### config.mk
export PLATFORM = sky130hd
export DESIGN_NAME = muldiv_seq
export DESIGN_NICKNAME = d
export VERILOG_FILES = /design/src/rtl/muldiv_seq.sv
export SDC_FILE = /design/constraint.sdc
export NUM_CORES = 1
export LEC_CHECK = 0
export CAP_MARGIN = 20
export CORE_MARGIN = 4
export CORE_UTILIZATION = 54
export CTS_CLUSTER_DIAMETER = 150
export DETAILED_ROUTE_END_ITERATION = 6
export PLACE_DENSITY = 0.83
export SLEW_MARGIN = 20
export SYNTH_ARGS = -nofsm -noshare
export SYNTH_HDL_FRONTEND = slang
export SYNTH_SLANG_ARGS = --single-unit
### constraint.sdc
create_clock -name clk_i -period 3.3 [get_ports clk_i]
set_clock_uncertainty 0.1 [all_clocks]
set_input_delay 0.495 -clock clk_i [delete_from_list [all_inputs] [get_ports clk_i]]
set_output_delay 0.495 -clock clk_i [all_outputs]
set_load 0.005 [all_outputs]
### src/rtl/muldiv_seq.sv
// muldiv_seq: multi-cycle HI/LO multiply/divide sequencer (shift-add multiply, restoring divide)
module muldiv_seq (
  input  logic        clk_i,
  input  logic        rst_ni,
  input  logic        start_i,
  input  logic [5:0]  funct_i,
  input  logic [31:0] rdata1_i,
  input  logic [31:0] rdata2_i,
  input  logic        kill_i,
  output logic [31:0] hi_o,
  output logic [31:0] lo_o,
  output logic        busy_o,
  output logic        done_o
);
  localparam logic [1:0] S_IDLE = 2'd0;
  localparam logic [1:0] S_CALC = 2'd1;
  localparam logic [1:0] S_FIX  = 2'd2;
  localparam logic [5:0] F_MTHI = 6'h11;
  localparam logic [5:0] F_MTLO = 6'h13;
  logic [1:0]  state_q, state_d;
  logic [5:0]  cnt_q, cnt_d;
  logic [63:0] w_q, w_d;
  logic [31:0] m_q, m_d, a_q, a_d, hi_q, hi_d, lo_q, lo_d;
  logic        div_q, div_d, sgn_q, sgn_d, neg_lo_q, neg_lo_d, neg_hi_q, neg_hi_d, done_q, done_d;
  logic        is_md, sgn_in, ge;
  logic [31:0] ma, mb, sub, q_fix, r_fix, dz_lo;
  logic [32:0] madd;
  logic [63:0] w_step, prod;
  assign is_md  = funct_i[5:2] == 4'b0110;
  assign sgn_in = is_md & ~funct_i[0];
  assign ma     = (sgn_in && rdata1_i[31]) ? -rdata1_i : rdata1_i;
  assign mb     = (sgn_in && rdata2_i[31]) ? -rdata2_i : rdata2_i;
  // multiply step: conditional add into the upper half, then shift the pair right
  assign madd   = {1'b0, w_q[63:32]} + (w_q[0] ? {1'b0, m_q} : 33'd0);
  // divide step: the shifted partial remainder is 33 bits; only its low 32 survive a successful subtract
  assign ge     = w_q[63:31] >= {1'b0, m_q};
  assign sub    = w_q[62:31] - m_q;
  assign w_step = div_q ? {ge ? sub : w_q[62:31], w_q[30:0], ge} : {madd, w_q[31:1]};
  assign prod   = neg_lo_q ? -w_q : w_q;
  assign q_fix  = neg_lo_q ? -w_q[31:0] : w_q[31:0];
  assign r_fix  = neg_hi_q ? -w_q[63:32] : w_q[63:32];
  assign dz_lo  = (sgn_q && a_q[31]) ? 32'h1 : 32'hFFFF_FFFF;
  assign hi_o   = hi_q;
  assign lo_o   = lo_q;
  assign busy_o = state_q != S_IDLE;
  assign done_o = done_q;
  // next-state: accept/move-to in IDLE, iterate in CALC, sign-fix and commit in FIX
  always_comb begin
    state_d  = state_q;
    cnt_d    = cnt_q;
    w_d      = w_q;
    m_d      = m_q;
    a_d      = a_q;
    hi_d     = hi_q;
    lo_d     = lo_q;
    div_d    = div_q;
    sgn_d    = sgn_q;
    neg_lo_d = neg_lo_q;
    neg_hi_d = neg_hi_q;
    done_d   = 1'b0;
    case (state_q)
      S_IDLE: if (start_i && !kill_i) begin
        hi_d = funct_i == F_MTHI ? rdata2_i : hi_q;
        lo_d = funct_i == F_MTLO ? rdata2_i : lo_q;
        if (is_md) begin
          state_d  = S_CALC;
          cnt_d    = 6'd0;
          div_d    = funct_i[1];
          sgn_d    = sgn_in;
          w_d      = {32'd0, funct_i[1] ? ma : mb};
          m_d      = funct_i[1] ? mb : ma;
          a_d      = rdata1_i;
          neg_lo_d = sgn_in & (rdata1_i[31] ^ rdata2_i[31]);
          neg_hi_d = sgn_in & rdata1_i[31];
        end
      end
      S_CALC: begin
        state_d = kill_i ? S_IDLE : (cnt_q == 6'd31 ? S_FIX : S_CALC);
        w_d     = kill_i ? w_q : w_step;
        cnt_d   = kill_i ? cnt_q : cnt_q + 6'd1;
      end
      S_FIX: begin
        state_d = S_IDLE;
        done_d  = !kill_i;
        hi_d    = kill_i ? hi_q : (!div_q ? prod[63:32] : (m_q == 32'd0 ? a_q : r_fix));
        lo_d    = kill_i ? lo_q : (!div_q ? prod[31:0] : (m_q == 32'd0 ? dz_lo : q_fix));
      end
      default: state_d = S_IDLE;
    endcase
  end
  // state registers with asynchronous active-low clear
  always_ff @(posedge clk_i or negedge rst_ni) begin
    if (!rst_ni) begin
      state_q  <= S_IDLE;
      cnt_q    <= 6'd0;
      w_q      <= 64'd0;
      m_q      <= 32'd0;
      a_q      <= 32'd0;
      hi_q     <= 32'd0;
      lo_q     <= 32'd0;
      div_q    <= 1'b0;
      sgn_q    <= 1'b0;
      neg_lo_q <= 1'b0;
      neg_hi_q <= 1'b0;
      done_q   <= 1'b0;
    end else begin
      state_q  <= state_d;
      cnt_q    <= cnt_d;
      w_q      <= w_d;
      m_q      <= m_d;
      a_q      <= a_d;
      hi_q     <= hi_d;
      lo_q     <= lo_d;
      div_q    <= div_d;
      sgn_q    <= sgn_d;
      neg_lo_q <= neg_lo_d;
      neg_hi_q <= neg_hi_d;
      done_q   <= done_d;
    end
  end
endmodule
======== Yosys cells after proc, flatten, opt, wreduce, memory -nomap -nowiden ========
Index checks and enable logic that the tools add are counted.
word-level totals
  flip-flop bits (word level) ............. 205
  input bits .............................. 74
  output and inout bits ................... 66
  word-level logic and storage cells ...... 90
operators by class
  $add $sub $neg .......................... 8
  $lt $le $gt $ge ......................... 1
  equal/unequal tests ..................... 12
  mux-type cells .......................... 37
  bitwise operators ....................... 5
  reductions and logical operators ........ 15
operators by type and width
  operator             number
  $mux 32              19
  $mux 64              5
  $neg 32->32          4
  $pmux 32 s2          2
  $pmux 64 s2          1
  $neg 64->64          1
  $add 32x32->33       1
  $ge 33x32->1         1
  $logic_not 32->1     1
  $sub 32x32->32       1
  $eq 6x5->1 const B   3
  $mux 6               3
  $ne 2x2->1 const B   6
  $pmux 6 s2           1
  $reduce_and 4->1     3
  $mux 2               4
  $add 6x1->6 const B  1
  $reduce_bool 2->1    3
  $eq 4x3->1 const B   1
  $logic_and 1x1->1    4
  $pmux 2 s2           1
  $and 1x1->1          3
  $reduce_and 3->1     1
  $eq 2x1->1 const B   1
  other kinds (7)      7

======== Logic depth before layout (Yosys ltp) ========
  depth after elaboration ................. 8
  mapped depth ............................ 14
  mapped depth without buffers ............ 13

======== Least setup slack after synthesis ========
Ideal clock, no wire load.
  kind .................................... reg-to-reg
  start point ............................. register w_q[0]
  end point ............................... register w_q[56]
  setup time .............................. 0.126 ns
  arrival time ............................ 3.304 ns
  data required time ...................... 3.074 ns
  setup slack ............................. -0.230 ns
  cell stages (with the launch flop) ...... 14
  buffers on the path ..................... 1
  period minus slack after synthesis ...... 3.530 ns
  cell sequence ........................... dfrtp_1 inv_1 clkbuf_1 nor2_1 ha_1 a21oi_1 o211ai_1 a31o_2 a41oi_1 o21bai_1 a211o_1 a311oi_1 xnor2_1 a221o_1
between the ends
  longest elaborated chain between the ends .. 5
RTL lines
  item                      RTL line  RTL
  start: declaration        22        logic [63:0] w_q, w_d;
  start signal: assignment  109       w_q <= w_d;
  $mux 32                   34        assign madd = {1'b0, w_q[63:32]} + (w_q[0] ? {1'b0, m_q} : 33'd0);
  $add 32x32->33            34
  $mux 64                   38        assign w_step = div_q ? {ge ? sub : w_q[62:31], w_q[30:0], ge} : {madd, w_q[31:1]};
  $mux 64                   79        w_d = kill_i ? w_q : w_step;
  $pmux 64 s2               61        case (state_q)
Every way passes these cells. The select of a mux whose other input is x is not followed.
A chain may end at the register's enable or synchronous reset.

======== Worst setup path in the final report ========
  start point ............................. register w_q[0]
  end point ............................... register w_q[51]
The elaborated chain is that of the path after synthesis.

==> flow_summary_export.csv <==
group,metric,value,unit
run_status,status,"finished with violations",
run_status,failed_checks,"setup timing",
critical_path,cp.arrival,3.73,ns
layout,area_delta_synth_final,32.2,%
cts,cts_tree,"done",
synthesis,ys_types,81,
layout,final_nets,2722,
pwr,finalPower,17.2,mW
synthesis,synthMuxAreaShare,3.42,%
sta,setup_violations,6,
sta,hold_viol,0,
synthesis,synthAdderAreaFrac,5.25,%
pwr,powerDensity,758,nW/µm²
grt,grt_max_degree,83,
sta,fmax,292,MHz
layout,final_layout_size_suffix_gt1_share,20.4,%
synthesis,synth-simple-area-share,19.8,%
sta,worstMarginPinSlew,1.13,ns
detailed_routing,vias_per_cell,6.59,
grt,grt_pass1_wl,107000,µm
floorplan,die_w,187,µm
detailed_routing,first_iter_violations,2686,
floorplan,dieArea,34800,µm²
cts,root_buffer,"clkbuf_16",
pwr,max-vdd-ir-drop,0.538,mV
critical_path,cp.required,3.60,ns
critical_path,crit_slowest_cell,"or4b_4",
detailed_routing,ant_nets,0,
critical_path,crit_type,"reg2reg",
synthesis,synthArstFlopShare,100,%
synthesis,ys_seq_area_share,29.8,%
synthesis,synth_flop_cell,"dfrtp_1",
sta,fin_crit,3.43,ns
place,gp_congestion,1.01,
grt,grt_remaining_overflow,0,
critical_path,path_max_fanout,4,
critical_path,path_delay_family,"compound AO/OA/AOI/OAI gates",
place,place_hpwl,53000,µm
worst_hold_path,hold_class,"reg2reg",
sta,setup_ws,-0.130,ns
synthesis,yosys-top-cells-area,"dfrtp_1 (30%), nand2_1 (6.3%), a21oi_1 (5.9%)",
sta,drv_slew,0,
detailed_routing,wl_per_cell,23.7,µm
place,portBuffers,139,
cts,htreeDepth,1,
synthesis,synth_edf_count,0,
synthesis,synth_compound_area_share,26.9,%
critical_path,worstSetupStartpointType,"flip-flop",
detailed_routing,dr_total_vias,19761,
synthesis,ys_warn_count,0,
synthesis,synth_nets,2355,
synthesis,synth_seq_cells,205,
cts,clockBufferDepth,3,
synthesis,synth.avg_cell_area,7.79,µm²
place,place_ws,-0.690,ns
critical_path,cp_num_buf_inv,1,
pwr,cellLeakagePower,10.1,nW
synthesis,synth_xor_xnor_area_share,9.82,%
critical_path,endpoint_kind,"flip-flop",
sta,hold_slack,0.378,ns
cts,clock_latency,0.54,ns
synthesis,synth_cells,2210,
layout,n_fill_cell,2436,
run,cap_violations,0,
synthesis,post-synth-top-count-cell,"nand2_1",
floorplan,initial_core_util,54.7,%
sta,slew_headroom,24.2,%
synthesis,synth_top_area_share,29.8,%
cts,cts.clk_slew.worst_paths,0.06,ns
grt,track_usage,38.1,%
grt,antenna_found_initial,3,
synthesis,netlist_area,17200,µm²
synthesis,synth_top_cell_by_area,"dfrtp_1",
cts,cts_sinks,205,
critical_path,max_stage_delay,0.51,ns
floorplan,core-area,31500,µm²
synthesis,synth_top_family_by_area,"compound AO/OA/AOI/OAI gates",
floorplan,rows,65,
critical_path,path_cells,"and2_1 > ha_2 > inv_2 > fa_2 > nor2b_4 > o211ai_1 > a31oi_2 > or4b_4 > a311o_1 > a221oi_2 > xnor2_1 > a222oi_1 > o21ai_1",
sta,rsz0062_at_grt,"yes",
detailed_routing,drc_errors,0,
cts,cts_buffers,25,
synthesis,synth_commonest_cells,"nand2_1 (290), nor2_1 (211), dfrtp_1 (205)",
grt,grt_pass1_vias,18859,
floorplan,io_pins,140,
detailed_routing,firstDrtPassIters,6,
detailed_routing,wl,71100,µm
sta,timing.final.crit_share,104,%
floorplan,die_h,187,µm
==> repair_timing <==
| item | in CTS | in global routing |
|---|---|---|
| buffers inserted | 3 | 22 |
| setup endpoints to repair | 35 | 44 |
| hold buffers | 1 | 0 |
| pin swaps | 13 | 41 |
| hold endpoints to repair | 40 | 0 |
| gates cloned | 0 | 1 |
| gates resized for setup | 17 | 102 |
==> registers in the layout, summed over array words and instances, names as in the netlist <==
signal	flops
a_q	32
cnt_q	6
div_q	1
done_o	1
hi_o	32
lo_o	32
m_q	32
neg_hi_q	1
neg_lo_q	1
sgn_q	1
state_q	2
w_q	64
==> worst min-delay path, stage by stage, from the launching register on <==
cell and delay (ns):
dfrtp_1 0.34, nand2_1 0.05, o31ai_1 0.05
==> power by group <==
part | internal, mW | switching, mW
Combinational | 4.94 | 5.94
Sequential | 3.04 | 0.511
Clock | 1.65 | 1.15
Total | 9.64 | 7.60
==> path summary, 6_finish.rpt <==
kind | from | end | slack [ns] | cells past startpoint
max in group asynchronous | rst_ni | lo_o[29] | 1.65 | 3
min in group asynchronous | rst_ni | w_q[6] | 0.50 | 2
setup / recovery | w_q[0] | w_q[51] | -0.13 | 13
setup reg to reg | w_q[0] | w_q[51] | -0.13 | 13
hold / removal | lo_o[21] | lo_o[21] | 0.38 | 2
hold reg to reg | lo_o[21] | lo_o[21] | 0.38 | 2
==> cells in the final DEF (no fill, tap or decap), types with 10 or more instances in the layout <==
cell type	netlist	final
nand2b_1	22	21
a31oi_1	17	14
and2_1	14	14
nor3_1	39	33
o21ai_1	49	55
and3_1	14	13
clkbuf_8	0	10
xnor2_1	115	114
o31ai_1	59	56
a22oi_1	13	13
xor2_1	78	78
nor2b_1	15	12
buf_4	0	339
nor2_1	211	202
clkdlybuf4s50_1	0	137
o21ai_0	144	134
nand4_1	23	23
a21oi_1	203	194
o221ai_1	32	27
nor4_1	19	15
ha_1	69	61
a211oi_1	17	13
a21o_1	37	37
dfrtp_1	205	202
clkbuf_16	0	26
inv_1	63	61
mux2i_1	51	51
o211ai_1	20	20
nand3_1	27	27
a221oi_1	20	17
o21a_1	12	12
nand2_1	290	290
or3_1	24	21
==> logic make-up after synthesis <==
logic type,Yosys count
flip-flops,205
AND/OR/NAND/NOR,741
XOR/XNOR,193
multiplexers,58
AO/OA/AOI/OAI,719
adder cells (fa/ha/maj),71
buffers and inverters,223
==> layout make-up <==
cell class / instances / area (µm²) / share of cell area, %
flip-flops and latches: 205 / 5140 / 22.6
diodes: 3 / 7.51 / 0.0330
repair buffers: 499 / 4270 / 18.8
clock buffers: 37 / 761 / 3.34
inverters: 64 / 240 / 1.06
multi-input cells: 1782 / 11800 / 51.8
well taps: 402 / 503 / 2.21
clock inverters: 5 / 50.0 / 0.220
==> stage by stage <==
step	util, %	instances	cell area, µm²	setup TNS, ns
6_report	72.3	2997	22700	-0.270
5_1_grt	72.3	2996	22700	-1.94
4_1_cts	70.0	2970	22000	-0.378
3_5_place_dp	67.1	2924	21100	-6.18
3_3_place_gp	67.1	2924	21100	-4.31
2_1_floorplan	-	2210	17200	0
==> per-layer routing <==
layer | up-vias | wire length [µm] | track usage, %
li1 | 8721 | - | -
met1 | 9453 | 27700 | 50.3
met5 | - | 13 | 0
met3 | 316 | 6990 | 7.16
met4 | 2 | 4350 | 18.4
met2 | 1269 | 32000 | 60.7
(Power assumes the default switching activity.)
